`src/rtl/moto_duty_ramp_pkg.sv`:
```
// Shared definitions for the motor duty ramp: FSM states, default timing
// constants, duty width and the command clamp helper.
package moto_pkg;

   localparam int unsigned DUTY_W       = 8;
   localparam int unsigned DEF_PERIOD   = 200;
   localparam int unsigned DEF_STEP     = 4;
   localparam int unsigned DEF_HOLD     = 2;

   typedef enum logic [1:0] {
      IDLE = 2'd0,
      WAIT = 2'd1,
      STOP = 2'd2
   } state_t;

   // Limit a requested duty to the period length.
   function automatic logic [DUTY_W-1:0] clamp_duty(input logic [DUTY_W-1:0] d,
                                                    input logic [DUTY_W-1:0] lim);
      return (d > lim) ? lim : d;
   endfunction

endpackage

```
`src/rtl/moto_duty_ramp_if.sv`:
```
// Target-duty command handshake between the command source and the ramp.
interface moto_duty_ramp_if;
   import moto_pkg::*;

   logic              cmd_valid;
   logic [DUTY_W-1:0] cmd_duty;
   logic              cmd_ready;

   modport master (output cmd_valid, output cmd_duty, input cmd_ready);
   modport slave  (input cmd_valid, input cmd_duty, output cmd_ready);

endinterface

```
`src/rtl/moto_duty_ramp_edge_rise_det.sv`:
```
// Rising-edge detector: one-cycle strobe per low-to-high transition of level.
module edge_rise_det (
   input  logic clk,
   input  logic rst_n,
   input  logic level,
   output logic rise
);

   logic level_d;

   // Remember the previous level so a held-high input strobes only once.
   always_ff @(posedge clk or negedge rst_n) begin
      if (!rst_n) level_d <= 1'b0;
      else        level_d <= level;
   end

   assign rise = level & ~level_d;

endmodule

```
`src/rtl/moto_duty_ramp.sv`:
```
// Duty ramp for one wheel: accepts a target duty, slews the PWM high/low
// time pair toward it at period boundaries, and zeroes it on estop.
module moto_duty_ramp
   import moto_pkg::*;
#(
   parameter int unsigned PERIOD       = DEF_PERIOD,
   parameter int unsigned STEP         = DEF_STEP,
   parameter int unsigned HOLD_PERIODS = DEF_HOLD
) (
   input  logic              clk,
   input  logic              rst_n,
   moto_duty_ramp_if.slave   cmd,
   input  logic              estop,
   input  logic              period_fini,
   output logic [DUTY_W-1:0] spd_high_time,
   output logic [DUTY_W-1:0] spd_low_time,
   output logic              ramp_busy,
   output logic              at_target
);

   localparam logic [DUTY_W-1:0] PERIOD_V  = DUTY_W'(PERIOD);
   localparam logic [DUTY_W-1:0] STEP_V    = DUTY_W'(STEP);
   localparam logic [3:0]        HOLD_LAST = 4'(HOLD_PERIODS - 1);

   state_t            state_q, state_n;
   logic [DUTY_W-1:0] duty_q, duty_n;
   logic [DUTY_W-1:0] target_q, target_n;
   logic [3:0]        per_cnt_q, per_cnt_n;
   logic              ready_q;

   logic              bnd;
   logic              accept;
   logic signed [8:0] diff;
   logic [DUTY_W-1:0] mag;
   logic [DUTY_W-1:0] amt;
   logic [DUTY_W-1:0] stepped;

   edge_rise_det u_bnd (
      .clk   (clk),
      .rst_n (rst_n),
      .level (period_fini),
      .rise  (bnd)
   );

   assign cmd.cmd_ready = ready_q;
   assign accept        = cmd.cmd_valid & ready_q & ~estop;

   // Saturating slew: move at most STEP toward target, never past it.
   always_comb begin
      diff    = $signed({1'b0, target_q}) - $signed({1'b0, duty_q});
      mag     = diff[8] ? DUTY_W'(-diff) : DUTY_W'(diff);
      amt     = (mag > STEP_V) ? STEP_V : mag;
      stepped = diff[8] ? (duty_q - amt) : (duty_q + amt);
   end

   // Next-state logic; estop overrides everything including a pending command.
   always_comb begin
      state_n   = state_q;
      duty_n    = duty_q;
      target_n  = target_q;
      per_cnt_n = per_cnt_q;
      if (accept) target_n = clamp_duty(cmd.cmd_duty, PERIOD_V);
      if (estop) begin
         state_n   = STOP;
         duty_n    = '0;
         target_n  = '0;
         per_cnt_n = '0;
      end else begin
         case (state_q)
            IDLE: begin
               if (target_q != duty_q) begin
                  state_n   = WAIT;
                  per_cnt_n = '0;
               end
            end
            WAIT: begin
               // Step is taken against the registered target, so a command
               // arriving with the same boundary applies from the next one.
               if (bnd) begin
                  if (per_cnt_q == HOLD_LAST) begin
                     duty_n    = stepped;
                     per_cnt_n = '0;
                     if (stepped == target_q) state_n = IDLE;
                  end else begin
                     per_cnt_n = per_cnt_q + 4'd1;
                  end
               end
            end
            STOP:    state_n = IDLE;
            default: state_n = IDLE;
         endcase
      end
   end

   // State and output registers; outputs derive from next values so the
   // high/low pair is always consistent.
   always_ff @(posedge clk or negedge rst_n) begin
      if (!rst_n) begin
         state_q       <= IDLE;
         duty_q        <= '0;
         target_q      <= '0;
         per_cnt_q     <= '0;
         ready_q       <= 1'b1;
         spd_high_time <= '0;
         spd_low_time  <= PERIOD_V;
         ramp_busy     <= 1'b0;
         at_target     <= 1'b1;
      end else begin
         state_q       <= state_n;
         duty_q        <= duty_n;
         target_q      <= target_n;
         per_cnt_q     <= per_cnt_n;
         ready_q       <= (state_n != STOP);
         spd_high_time <= duty_n;
         spd_low_time  <= PERIOD_V - duty_n;
         ramp_busy     <= (duty_n != target_n);
         at_target     <= (duty_n == target_n) && (state_n != STOP);
      end
   end

endmodule

```
`src/flat_wrapper.sv`:
```
// flat-port wrapper written by rule: the top's interface ports become plain ports
module moto_duty_ramp_flat import moto_pkg::*;
#(
   parameter int unsigned PERIOD       = DEF_PERIOD,
   parameter int unsigned STEP         = DEF_STEP,
   parameter int unsigned HOLD_PERIODS = DEF_HOLD
)
  (clk, rst_n, estop, period_fini, spd_high_time, spd_low_time, ramp_busy, at_target, cmd_cmd_valid, cmd_cmd_duty, cmd_cmd_ready);
  moto_duty_ramp_if cmd_i ();
  input  logic clk;
  input  logic rst_n;
  input  logic estop;
  input  logic period_fini;
  output logic [DUTY_W-1:0] spd_high_time;
  output logic [DUTY_W-1:0] spd_low_time;
  output logic ramp_busy;
  output logic at_target;
  input wire logic [$bits(cmd_i.cmd_valid)-1:0] cmd_cmd_valid;
  input wire logic [$bits(cmd_i.cmd_duty)-1:0] cmd_cmd_duty;
  output wire logic [$bits(cmd_i.cmd_ready)-1:0] cmd_cmd_ready;
  assign cmd_i.cmd_valid = cmd_cmd_valid;
  assign cmd_i.cmd_duty = cmd_cmd_duty;
  assign cmd_cmd_ready = cmd_i.cmd_ready;
  moto_duty_ramp #(.PERIOD(PERIOD), .STEP(STEP), .HOLD_PERIODS(HOLD_PERIODS)) u_core (.clk(clk), .rst_n(rst_n), .cmd(cmd_i), .estop(estop), .period_fini(period_fini), .spd_high_time(spd_high_time), .spd_low_time(spd_low_time), .ramp_busy(ramp_busy), .at_target(at_target));
endmodule
```
`config.mk`:
```
export PLATFORM = sky130hd
export DESIGN_NAME = moto_duty_ramp_flat
export DESIGN_NICKNAME = d
export VERILOG_FILES = /design/src/rtl/moto_duty_ramp_pkg.sv /design/src/rtl/moto_duty_ramp_if.sv /design/src/rtl/moto_duty_ramp_edge_rise_det.sv /design/src/rtl/moto_duty_ramp.sv /design/src/flat_wrapper.sv
export SDC_FILE = /design/constraint.sdc
export NUM_CORES = 1
export LEC_CHECK = 0
export ABC_AREA = 1
export BUFFER_PORTS_ARGS = -buffer_cell sky130_fd_sc_hd__buf_2
export CORE_MARGIN = 2
export CORE_UTILIZATION = 40
export CTS_BUF_LIST = sky130_fd_sc_hd__clkbuf_2
export DETAILED_ROUTE_END_ITERATION = 10
export SLEW_MARGIN = 5
export SYNTH_ARGS = -nofsm -noshare
export SYNTH_HDL_FRONTEND = slang
export SYNTH_SLANG_ARGS = --single-unit
```
`constraint.sdc`:
```
create_clock -name clk -period 5.9 [get_ports clk]
set_input_delay 1.18 -clock clk [delete_from_list [all_inputs] [get_ports clk]]
set_output_delay 1.18 -clock clk [all_outputs]
set_load 0.01 [all_outputs]
```
== Word-level counts from Yosys, hierarchy flattened ==
Cells that the tools add are included.
Storage, ports and cells
  bits of input ports: 13
  word-level logic and storage cells: 56
  flip-flop bits (word level): 34
  output and inout bits: 19
Operators by class
  add/sub/neg operators: 6
  magnitude comparators: 2
  bitwise logic cells: 5
  reduce and logical (&&, ||, !) cells: 4
  muxes and demuxes: 21
  equal/unequal tests: 9
Operators with widths (count)
  $mux W8: 10
  $eq A8 B8 Y1: 2
  $mux W4: 4
  $ne A8 B8 Y1: 2
  $mux W2: 5
  $sub A8 B8 Y9: 1
  $add A8 B8 Y8: 1
  $gt A8 B3 Y1 const B: 1
  $gt A8 B8 Y1 const B: 1
  $neg A8 Y8: 1
  $pmux W4 S2: 1
  $sub A8 B8 Y8: 1
  $sub A8 B8 Y8 const A: 1
  $ne A3 B2 Y1 const B: 2
  $add A4 B1 Y4 const B: 1
  $eq A4 B1 Y1 const B: 1
  $pmux W2 S2: 1
  $and A1 B1 Y1: 3
  $reduce_and A3 Y1: 1
  $reduce_bool A3 Y1: 1
  $eq A2 B1 Y1 const B: 1
  $logic_not A2 Y1: 1
  $ne A2 B2 Y1 const B: 1
  $not A1 Y1: 2
  $logic_and A1 B1 Y1: 1

== Logic depth before layout (Yosys ltp) ==
Gate-level depths: netlist (run 1).
  word-level depth: 15
  depth in mapped cells: 34

== By module ==
From an unflattened synthesis (run 1), not the netlist that was laid out.
Unflattened totals
  cells, all modules: 406
  area total of the unflattened synthesis: 2857.7 um^2
By module, submodules not included
  moto_duty_ramp: area each 2822.7 um^2, cells each 403, instances 1
  edge_rise_det: area each 35.0 um^2, cells each 3, instances 1

== Least setup slack after synthesis (run 1) ==
Ideal clock, no wire load.
  kind: reg2reg
  start: register, netlist name u_core.spd_high_time[0]
  end: register u_core.at_target
  setup slack: 1.337 ns
  clock period less this slack: 4.563 ns
  data required time: 5.836 ns
  setup time: 0.064 ns
  cell stages (with the launch flop): 33
  data arrival time: 4.499 ns
  cell sequence: dfrtp_1 -> ha_1 -> fa_1 -> ha_1 -> inv_1 -> nor2_2 -> nand3_1 -> nor2_1 -> nand2_1 -> nand2_1 -> nand2_1 -> nand2_1 -> nand3_1 -> a211oi_1 -> nand2_1 -> ha_1 -> nand2_1 -> o21ai_0 -> inv_1 -> fa_1 -> a21oi_1 -> o21bai_1 -> xor2_1 -> nand2_1 -> nand2_1 -> xnor2_1 -> nor2_1 -> nand2_1 -> a21oi_1 -> nand2_1 -> nor3_1 -> nand3_2 -> nor2_2
RTL lines
  end signal: assignment: RTL line moto_duty_ramp.sv:117  | at_target <= (duty_n == target_n) && (state_n != STOP);
  end: declaration: RTL line moto_duty_ramp.sv:18  | output logic at_target

==> results.yml, run 1 <==
synth:
  syn_nets: 435
  ys.flop_type: "dfrtp_1"
  ys_async_sr_fraction_pct: 100
  synthCells: 400
  ys_types: 41
  synth_seq_cells: 33
  ys_seq_area_share_pct: 29.2
  syn-cell-area_mm2: 0.00285
  yosysWarnings: 0
  synth_edf_count: 0
  syn-mean-instance-area_um2: 7.13
route:
  via_count: 2552
  drc: 0
  via_per_inst: 4.83
  wirelength_um: 6390
  ant_nets: 0
  avgRoutedWirePerCell_um: 12.1
  drt_iter0_markers: 52
  dr.pass1.iters: 4
floorplan:
  core_mm2: 0.00683
  num_rows: 30
  initial_core_util_pct: 41.8
  dieArea_mm2: 0.00782
  ioPinCount: 32
  die_x_um: 88.5
  fp.dieH_um: 88.5
worst_setup_path:
  cp-start-kind: "flip-flop"
  crit_fanout: 5
  cp.arrival_ns: 5.43
  required_ns: 6.22
  crit_type: "flip-flop to flip-flop"
  max_stage_delay_ns: 0.53
  critPathCaptureType: "flip-flop"
  crit_top_cell: "nand2_1"
  crit_path_top_delay_cell: "fa_1"
grt:
  grt_usage_pct: 17.9
  grt_overflow: 0
  antenna_found_initial: 0
  grt_pass1_wl_um: 11000
  grt_max_degree: 34
  grt_pass1_vias: 2429
flow_run:
  drv_cap: 0
sta:
  layout_min_cycle_time_ns: 5.11
  tightest_slew_ns: 0.737
  rsz0062_at_grt: "false"
  setup_viol: 0
  whs_ns: 0.497
  setup_slack_ns: 0.794
  slew_headroom_pct: 50.9
  max_freq_mhz: 196
  fin_crit_sh_pct: 86.5
  maxSlewViolCount: 0
  setup_tns_ns: 0
  clock_skew_ns: 0.0216
  hold_viol: 0
clocking:
  cts_resized: 0
  clock_latency_ns: 0.36
  ctsHoldBuffers: 0
  clockBufferDepth: 2
  post_cts.repair.setup_buffers: 0
  cts_tree: "built"
  htreeDepth: 2
  cts_inserted_buffers: 5
  cts-root-buf: "clkbuf_2"
  path_clk_slew_ns: 0.16
  cts.sinks: 33
power_and_ir_drop:
  combPwrFrac_pct: 39.6
  p_int_uw: 348
  switching_share_pct: 39.4
  pwr-share-clk_pct: 18.5
  ir_worst_vdd_uv: 155
  power.density_mw_per_mm2: 184
  power_uw: 573
  p_leak_nw: 1.75
  p_sw_uw: 226
  seq_power_share_pct: 41.9
placed_design:
  hpwl_um: 5300
  gp_congestion: 0.823
  io_buffers: 31
  dp_cells: 520
  place_worst_setup_slack_ns: 0.818
cells_and_area:
  drive_gt1_share_pct: 16.9
  num_antenna_cells: 0
  fin_nets: 466
  multiInputGateArea_mm2: 0.00171
  stdcell_count: 528
  seq_area_um2: 832
  fillers: 740
  area_growth_pct: 9.21
status:
  status: "finished, final reports clean"
worst_hold_path:
  hold_path.class: "flip-flop to flip-flop"
==> power by group through the flow <==
| stage | registers [mW] | logic (mW) | clock network, mW |
|---|---|---|---|
| floorplan | 0.244 | 0.182 | 0 |
| global placement | 0.244 | 0.223 | 0 |
| detailed placement | 0.244 | 0.227 | 0 |
| CTS | 0.240 | 0.228 | 0.113 |
| global route | 0.241 | 0.262 | 0.124 |
| finish | 0.240 | 0.227 | 0.106 |
==> worst paths after layout <==
check	slack, ns	cells past startpoint	start	end
min in group asynchronous	0.86	1	rst_n	u_core.spd_high_time[3]$_DFF_PN0_
setup / recovery	0.79	32	u_core.spd_high_time[0]$_DFF_PN0_	u_core.at_target$_DFF_PN1_
hold / removal	0.50	1	u_core.per_cnt_q[2]$_DFFE_PN0P_	u_core.per_cnt_q[2]$_DFFE_PN0P_
setup reg to reg	0.79	32	u_core.spd_high_time[0]$_DFF_PN0_	u_core.at_target$_DFF_PN1_
max in group asynchronous	4.57	1	rst_n	u_core.target_q[0]$_DFF_PN0_
hold reg to reg	0.50	1	u_core.per_cnt_q[2]$_DFFE_PN0P_	u_core.per_cnt_q[2]$_DFFE_PN0P_
==> stage by stage <==
| step | util, % | area, um2 |
|---|---|---|
| detailed placement | 45.0 | 3080 |
| floorplan | - | 2850 |
| finish | 45.6 | 3120 |
| global placement | 45.0 | 3080 |
| global route | 45.6 | 3120 |
| CTS | 45.6 | 3120 |
==> layer usage <==
metal | share of wire [%] | up-vias | GRT usage, %
li1 | - | 1338 | -
met2 | 47 | 49 | 29.6
met1 | 47 | 1155 | 23.8
met4 | 1.7 | 0 | 5.92
met3 | 3.4 | 10 | 2.89
met5 | 0 | - | 0
==> layout make-up <==
| class | count | share of cell area, % |
|---|---|---|
| Multi-Input combinational cell | 290 | 54.7 |
| Sequential cell | 33 | 26.7 |
| Inverter | 70 | 8.43 |
| Timing Repair Buffer | 31 | 4.98 |
| Tap cell | 96 | 3.86 |
| Clock buffer | 8 | 1.29 |
==> cells in the final DEF, fill, tap and decap left out, drive strengths merged, types with 6 or more instances in the layout <==
cell,n
a21oi,24
buf,31
clkbuf,8
dfrtp,28
ha,20
inv,70
nand2,100
nand3,47
nand4,6
nor2,35
nor3,6
o21ai,9
xnor2,6
xor2,15
==> state kept, by name, indices dropped and copies added (netlist names) <==
| signal | count |
|---|---|
| u_core.state_q | 2 |
| u_core.per_cnt_q | 4 |
| u_core.ramp_busy | 1 |
| u_core.spd_high_time | 8 |
| u_core.u_bnd.level_d | 1 |
| u_core.at_target | 1 |
| u_core.target_q | 8 |
| u_core.spd_low_time | 7 |
| u_core.cmd.cmd_ready | 1 |
==> worst max-delay path, delay by kind of cell, from the launching register on <==
| kind | cells | cell delay, ns |
|---|---|---|
| xor gates and xnor gates | 2 | 0.31 |
| adders and majority gates | 5 | 1.67 |
| buffers and inverters | 2 | 0.15 |
| DFF | 1 | 0.45 |
| AOI/OAI and AO/OA | 5 | 0.77 |
| and+or+nand+nor | 18 | 1.70 |
==> logic make-up (layout without fill, tap and decap cells) <==
kind of cell	count (synthesis)	after routing	synth area share, %
multiplexers	1	1	0.351
AO/OA/AOI/OAI	44	44	9.43
AND/OR/NAND/NOR	202	202	33.4
flip-flops	33	33	29.2
buffers and inverters	77	109	11.1
adder cells (fa/ha/maj)	22	22	10.2
XOR/XNOR	21	21	6.45
==> synth_stat cells (3+ instances only) <==
cell / number / area [um2]
nand2_1: 87 / 327
inv_1: 68 / 255
nand3_1: 45 / 225
nor2_1: 30 / 113
dfrtp_1: 28 / 701
a21oi_1: 22 / 110
ha_1: 20 / 250
xor2_1: 15 / 131
nand2_2: 10 / 62.6
o21ai_0: 8 / 40.0
xnor2_1: 6 / 52.6
dfstp_2: 5 / 131
nand4_1: 5 / 31.3
nor2_2: 5 / 31.3
nor3_1: 5 / 25.0
buf_6: 3 / 33.8
clkbuf_1: 3 / 11.3
nand2_4: 3 / 33.8
or2_2: 3 / 18.8
Power figures use the tool's default switching activity.
==> run 2, diff against run 1 <==
Settings changed: BUFFER_PORTS_ARGS -buffer_cell sky130_fd_sc_hd__buf_2 to not set, CORE_ASPECT_RATIO set to 0.75, DONT_BUFFER_PORTS set to 1.
==> results.yml, run 2 (synthesis results as in run 1) <==
worst_setup_path:
  crit_fanout: 5
  cp-start-kind: "flip-flop"
  reg2reg_depth: 32
  max_stage_delay_ns: 0.53
  crit_path_top_delay_cell: "fa_1"
  rrSetupSlack_ns: 0.66
  rr_startpoint: "u_core.spd_high_time[0]$_DFF_PN0_"
  timing.rr.end: "u_core.at_target$_DFF_PN1_"
  cp_top_family: "adder cells"
  crit_type: "flip-flop to flip-flop"
  critPathCaptureType: "flip-flop"
  timing.critical_path.buf_inv: 2
  required_ns: 6.20
  crit_top_cell: "nand2_1"
  cp.arrival_ns: 5.54
clocking:
  path_clk_slew_ns: 0.17
  clockBufferDepth: 2
  cts_resized: 0
  cts_inserted_buffers: 5
  cts-root-buf: "clkbuf_2"
  cts.sinks: 33
  cts_tree: "built"
  htreeDepth: 2
  ctsHoldBuffers: 0
  post_cts.repair.setup_buffers: 0
  clock_latency_ns: 0.37
cells_and_area:
  layout_commonest_cell: "nand2_1"
  fin_nets: 436
  area_growth_pct: 4.08
  top_regs: "u_core.spd_high_time x8, u_core.target_q x8, u_core.spd_low_time x7"
  drive_gt1_share_pct: 10.4
  stdcell_count: 500
  post-route-util_pct: 43.3
  final_cell_mix: "nand2_1 (87), inv_1 (68), nand3_1 (45)"
  num_antenna_cells: 0
route:
  wirelength_um: 6830
  dr.pass1.iters: 5
  drc: 0
  via_count: 2470
  via_per_inst: 4.94
  ant_nets: 0
  avgRoutedWirePerCell_um: 13.7
  drt_iter0_markers: 111
grt:
  grt_pass1_vias: 2343
  grt_usage_pct: 18.5
  grt_overflow: 0
  grt_max_degree: 34
  antenna_found_initial: 0
  grt_pass1_wl_um: 11400
sta:
  hold_viol: 0
  fin_crit_sh_pct: 88.8
  setup_viol: 0
  setup_tns_ns: 0
  tightest_slew_ns: 0.407
  maxSlewViolCount: 0
  layout_min_cycle_time_ns: 5.24
  max_freq_mhz: 191
  clock_skew_ns: 0.0255
  slew_headroom_pct: 72.8
  rsz0062_at_grt: "false"
power_and_ir_drop:
  p_leak_nw: 1.61
  ir_worst_vdd_uv: 115
  power_uw: 564
  power.density_mw_per_mm2: 190
floorplan:
  ioPinCount: 32
  fp.dieH_um: 77.1
  core_mm2: 0.00686
  dieArea_mm2: 0.00783
  initial_core_util_pct: 41.6
  die_x_um: 102
  num_rows: 26
placed_design:
  dp_cells: 492
  hpwl_um: 5550
  gp_congestion: 0.854
  io_buffers: 0
flow_run:
  drv_cap: 0
status:
  status: "finished, final reports clean"
worst_hold_path:
  hold_path.class: "primary input to asynchronous set/reset pin"
[run 2: cell count changes in the layout (fill, tap and decap cells not counted)]
cell	previous run	this run
clkinv_1	0	1
clkbuf_2	8	7
buf_4	0	1
buf_2	31	0
[run 2: area by class of cell]
class / count / area [um2]
tap: 98 / 123
inverter: 70 / 263
multi-input combinational: 290 / 1710
timing repair buffer: 1 / 7.51
clock buffer: 7 / 35.0
fill: 724 / 3890
clock inverter: 1 / 3.75
sequential: 33 / 832
[run 2: stage by stage]
step	setup WS, ns	area (um2)	hold slack, ns
detailed placement	0.733	2930	0.491
global route	0.143	2970	0.428
CTS	0.654	2970	0.442
finish	0.660	2970	0.470
global placement	0.795	2930	0.475
floorplan	1.34	2850	0.447
[run 2: report_power, final]
group | internal [mW] | total (mW) | switching, mW
logic | 0.0732 | 0.217 | 0.144
registers | 0.235 | 0.243 | 0.00806
clock network | 0.0317 | 0.104 | 0.0723
total | 0.340 | 0.564 | 0.224
[run 2: how the worst max path moves through the flow]
| stage | from | to | slack [ns] | cells after the start |
|---|---|---|---|---|
| final | u_core.spd_high_time[0]$_DFF_PN0_ | u_core.at_target$_DFF_PN1_ | 0.66 | 32 |
| after global routing | u_core.spd_high_time[0]$_DFF_PN0_ | u_core.at_target$_DFF_PN1_ | 0.14 | 32 |
| after CTS | u_core.spd_high_time[0]$_DFF_PN0_ | u_core.at_target$_DFF_PN1_ | 0.65 | 32 |
| after detailed placement | u_core.spd_high_time[0]$_DFF_PN0_ | u_core.at_target$_DFF_PN1_ | 0.73 | 32 |
| after global placement | u_core.spd_high_time[0]$_DFF_PN0_ | u_core.at_target$_DFF_PN1_ | 0.80 | 32 |
| after floorplan | u_core.spd_high_time[0]$_DFF_PN0_ | u_core.at_target$_DFF_PN1_ | 1.34 | 32 |
[run 2: per-layer routing]
metal  GRT usage [%]  vias to the layer above  part of all wire [%]
li1                -                     1279                     -
met5               0                        -                     0
met4            5.41                        0                   1.3
met1            29.0                     1124                    51
met2            25.9                       58                    43
met3            2.64                        9                   5.1
==> run 3, diff against run 2 <==
Settings changed: ABC_AREA 1 to not set, SYNTH_HIERARCHICAL set to 1.
==> results.yml, run 3 <==
status:
  status: "finished, final reports clean"
synth:
  ys_async_sr_fraction_pct: 100
  synthMuxAreaShare_pct: 2.85
  syn_nets: 371
  synthTopCellsByCount: "nor2_1 (31), nand2_1 (29), dfrtp_1 (28)"
  synthCells: 336
  synthMostInstantiatedCell: "nor2_1"
  yosysWarnings: 6
  synth_xor_area_share_pct: 9.97
  synthSimpleGateAreaFrac_pct: 23.7
  synth_top_family_by_area: "simple AND/OR/NAND/NOR gates"
  synth_edf_count: 0
  ys_types: 67
  synth_compound_area_share_pct: 19.1
  ys.flop_type: "dfrtp_1"
  yosysTopAreaCell: "dfrtp_1"
  syn-cell-area_mm2: 0.00290
  synth_seq_cells: 33
  ys_seq_area_share_pct: 28.7
  yosys.area.top_type_share_pct: 24.2
  syn-mean-instance-area_um2: 8.63
  synth_area_leaders: "dfrtp_1 (24%), ha_1 (8.6%), xnor2_1 (6.6%)"
  synth_adder_area_share_pct: 10.0
cells_and_area:
  fin_nets: 393
  stdcell_area_mm2: 0.00329
  stdcell_count: 457
  fillers: 674
  final_cell_mix: "nor2_1 (28), nand2_1 (28), dfrtp_1 (28)"
  top_regs: "u_core/duty_q x8, u_core/target_q x8, u_core/spd_low_time x7"
  area_growth_pct: 13.3
  num_antenna_cells: 0
  drive_gt1_share_pct: 22.0
grt:
  grt_pass1_vias: 2331
  antenna_found_initial: 0
  grt_use_met3_pct: 5.59
  grt_overflow: 0
  grtUsageMet1_pct: 30.5
  met2_usage_pct: 26.3
  grt_usage_pct: 19.5
  top_usage_layer: "met1"
  grt_max_degree: 34
  grt_pass1_wl_um: 12100
clocking:
  cts-root-buf: "clkbuf_2"
  cts_tree: "built"
  clockBufferDepth: 2
  htreeDepth: 2
  cts_inserted_buffers: 5
  clock_latency_ns: 0.37
  ctsHoldBuffers: 0
  path_clk_slew_ns: 0.17
  cts.sinks: 33
worst_setup_path:
  crit_type: "flip-flop to flip-flop"
  critPathCaptureType: "flip-flop"
  cp-start-kind: "flip-flop"
  rr_startpoint: "u_core/target_q[0]$_DFF_PN0_"
  cp.arrival_ns: 6.03
  required_ns: 6.19
  crit_fanout: 4
  crit_path_start: "u_core/target_q[0]$_DFF_PN0_"
route:
  wirelength_um: 7570
  ant_nets: 0
  dr.pass1.iters: 4
  avgRoutedWirePerCell_um: 16.6
  via_count: 2569
  drt_iter0_markers: 137
  drc: 0
  via_per_inst: 5.62
sta:
  setup_viol: 0
  max_freq_mhz: 174
  layout_min_cycle_time_ns: 5.74
  clock_skew_ns: 0.0124
  tightest_slew_ns: 1.04
  rsz0062_at_grt: "true"
  fin_crit_sh_pct: 97.2
  maxSlewViolCount: 0
  slew_headroom_pct: 29.7
  hold_viol: 0
power_and_ir_drop:
  p_sw_uw: 234
  ir_worst_vdd_uv: 88.8
  combPwrFrac_pct: 44.0
  seq_power_share_pct: 39.1
  pwr-share-clk_pct: 16.9
  p_int_uw: 381
  switching_share_pct: 38.0
  power.density_mw_per_mm2: 187
  p_leak_nw: 1.39
floorplan:
  core_mm2: 0.00693
  initial_core_util_pct: 41.9
  die_x_um: 102
  ioPinCount: 32
  fp.dieH_um: 77.7
  dieArea_mm2: 0.00795
  num_rows: 26
placed_design:
  gp_congestion: 0.885
  hpwl_um: 5890
  dpl-instance-area_mm2: 0.00309
  dp_cells: 443
  io_buffers: 0
flow_run:
  drv_cap: 0
worst_hold_path:
  hold_path.class: "primary input to asynchronous set/reset pin"
-- run 3: cell types whose count changed after synthesis, moves of 6 or more --
cell	change
a21oi_1	-9
nand2_2	-10
nand3_1	-35
nand2b_1	+6
xnor2_1	+16
inv_1	-48
o21ai_0	+14
nand2_1	-58
-- run 3: repair_timing --
| item | in CTS | in global routing |
|---|---|---|
| gates resized for setup | 0 | 30 |
| endpoints found under the setup margin | 0 | 7 |
| endpoints found under the hold margin | 0 | 0 |
| buffers inserted | 0 | 6 |
-- run 3: logic make-up after synthesis --
kind of cell	after synthesis
compound gates	80
simple gates	128
mux	8
buf+inv	32
fa+ha+maj	22
xor+xnor	33
flops	33
-- run 3: power groups by stage --
stage	sequential, mW	clock [mW]	combinational, mW
6_report	0.241	0.104	0.271
5_1_grt	0.241	0.123	0.296
4_1_cts	0.241	0.108	0.235
3_5_place_dp	0.245	0	0.233
3_3_place_gp	0.245	0	0.232
2_1_floorplan	0.243	0	0.183
-- run 3: cell type report --
cell class | count | area (um2) | area share, %
multi-input cells | 271 | 2020 | 61.3
flip-flops and latches | 33 | 832 | 25.3
clock inverters | 3 | 12.5 | 0.381
repair buffers | 27 | 203 | 6.17
well taps | 98 | 123 | 3.73
clock buffers | 5 | 25.0 | 0.762
inverters | 20 | 75.1 | 2.28
-- run 3: layer usage --
metal	part of all wire [%]	routed length, um
met5	0	0
met3	7.0	530
met4	0.77	58
met2	42	3200
met1	50	3780
-- run 3: stage by stage --
step / power, mW / setup TNS [ns] / hold WS [ns] / util, % / worst slack [ns]
6_report: 0.615 / 0 / 0.464 / 47.4 / 0.164
5_1_grt: 0.660 / -0.185 / 0.395 / 47.4 / -0.0730
4_1_cts: 0.584 / 0 / 0.436 / 45.2 / 0.0141
3_5_place_dp: 0.478 / 0 / 0.483 / 44.6 / 0.0575
3_3_place_gp: 0.476 / 0 / 0.485 / 44.6 / 0.216
2_1_floorplan: 0.425 / 0 / 0.453 / - / 0.299
-- run 3: path summary, 6_finish.rpt --
kind	depth (start not counted)	endpoint	slack, ns
worst min-delay path	0	u_core/duty_q[2]$_DFF_PN0_	0.46
worst max-delay path	27	u_core/at_target$_DFF_PN1_	0.16
min in group clk	1	u_core/per_cnt_q[3]$_DFFE_PN0P_	0.50
max in group asynchronous	0	u_core/spd_low_time[6]$_DFF_PN1_	5.24
worst min register to register	1	u_core/per_cnt_q[3]$_DFFE_PN0P_	0.50
worst max register to register	27	u_core/at_target$_DFF_PN1_	0.16
-- run 3: worst max-delay path: stages (launching register included) --
cell       delay, ns
dfrtp_1         0.42
inv_1           0.06
ha_2            0.18
fa_2            0.36
nand2b_4        0.16
a21oi_4         0.24
xnor2_2         0.12
a221o_1         0.39
a41oi_2         0.22
xor2_1          0.23
nand2_1         0.12
nor2_2          0.16
o2111ai_2       0.14
or2_1           0.23
ha_1            0.28
nand2_2         0.06
o21a_1          0.11
ha_1            0.28
nor2b_4         0.15
o2111ai_2       0.14
nand4b_1        0.13
o211ai_1        0.11
xnor2_1         0.24
or3b_4          0.40
o2111a_2        0.17
a21oi_4         0.16
nor3_2          0.08
nor4bb_2        0.30
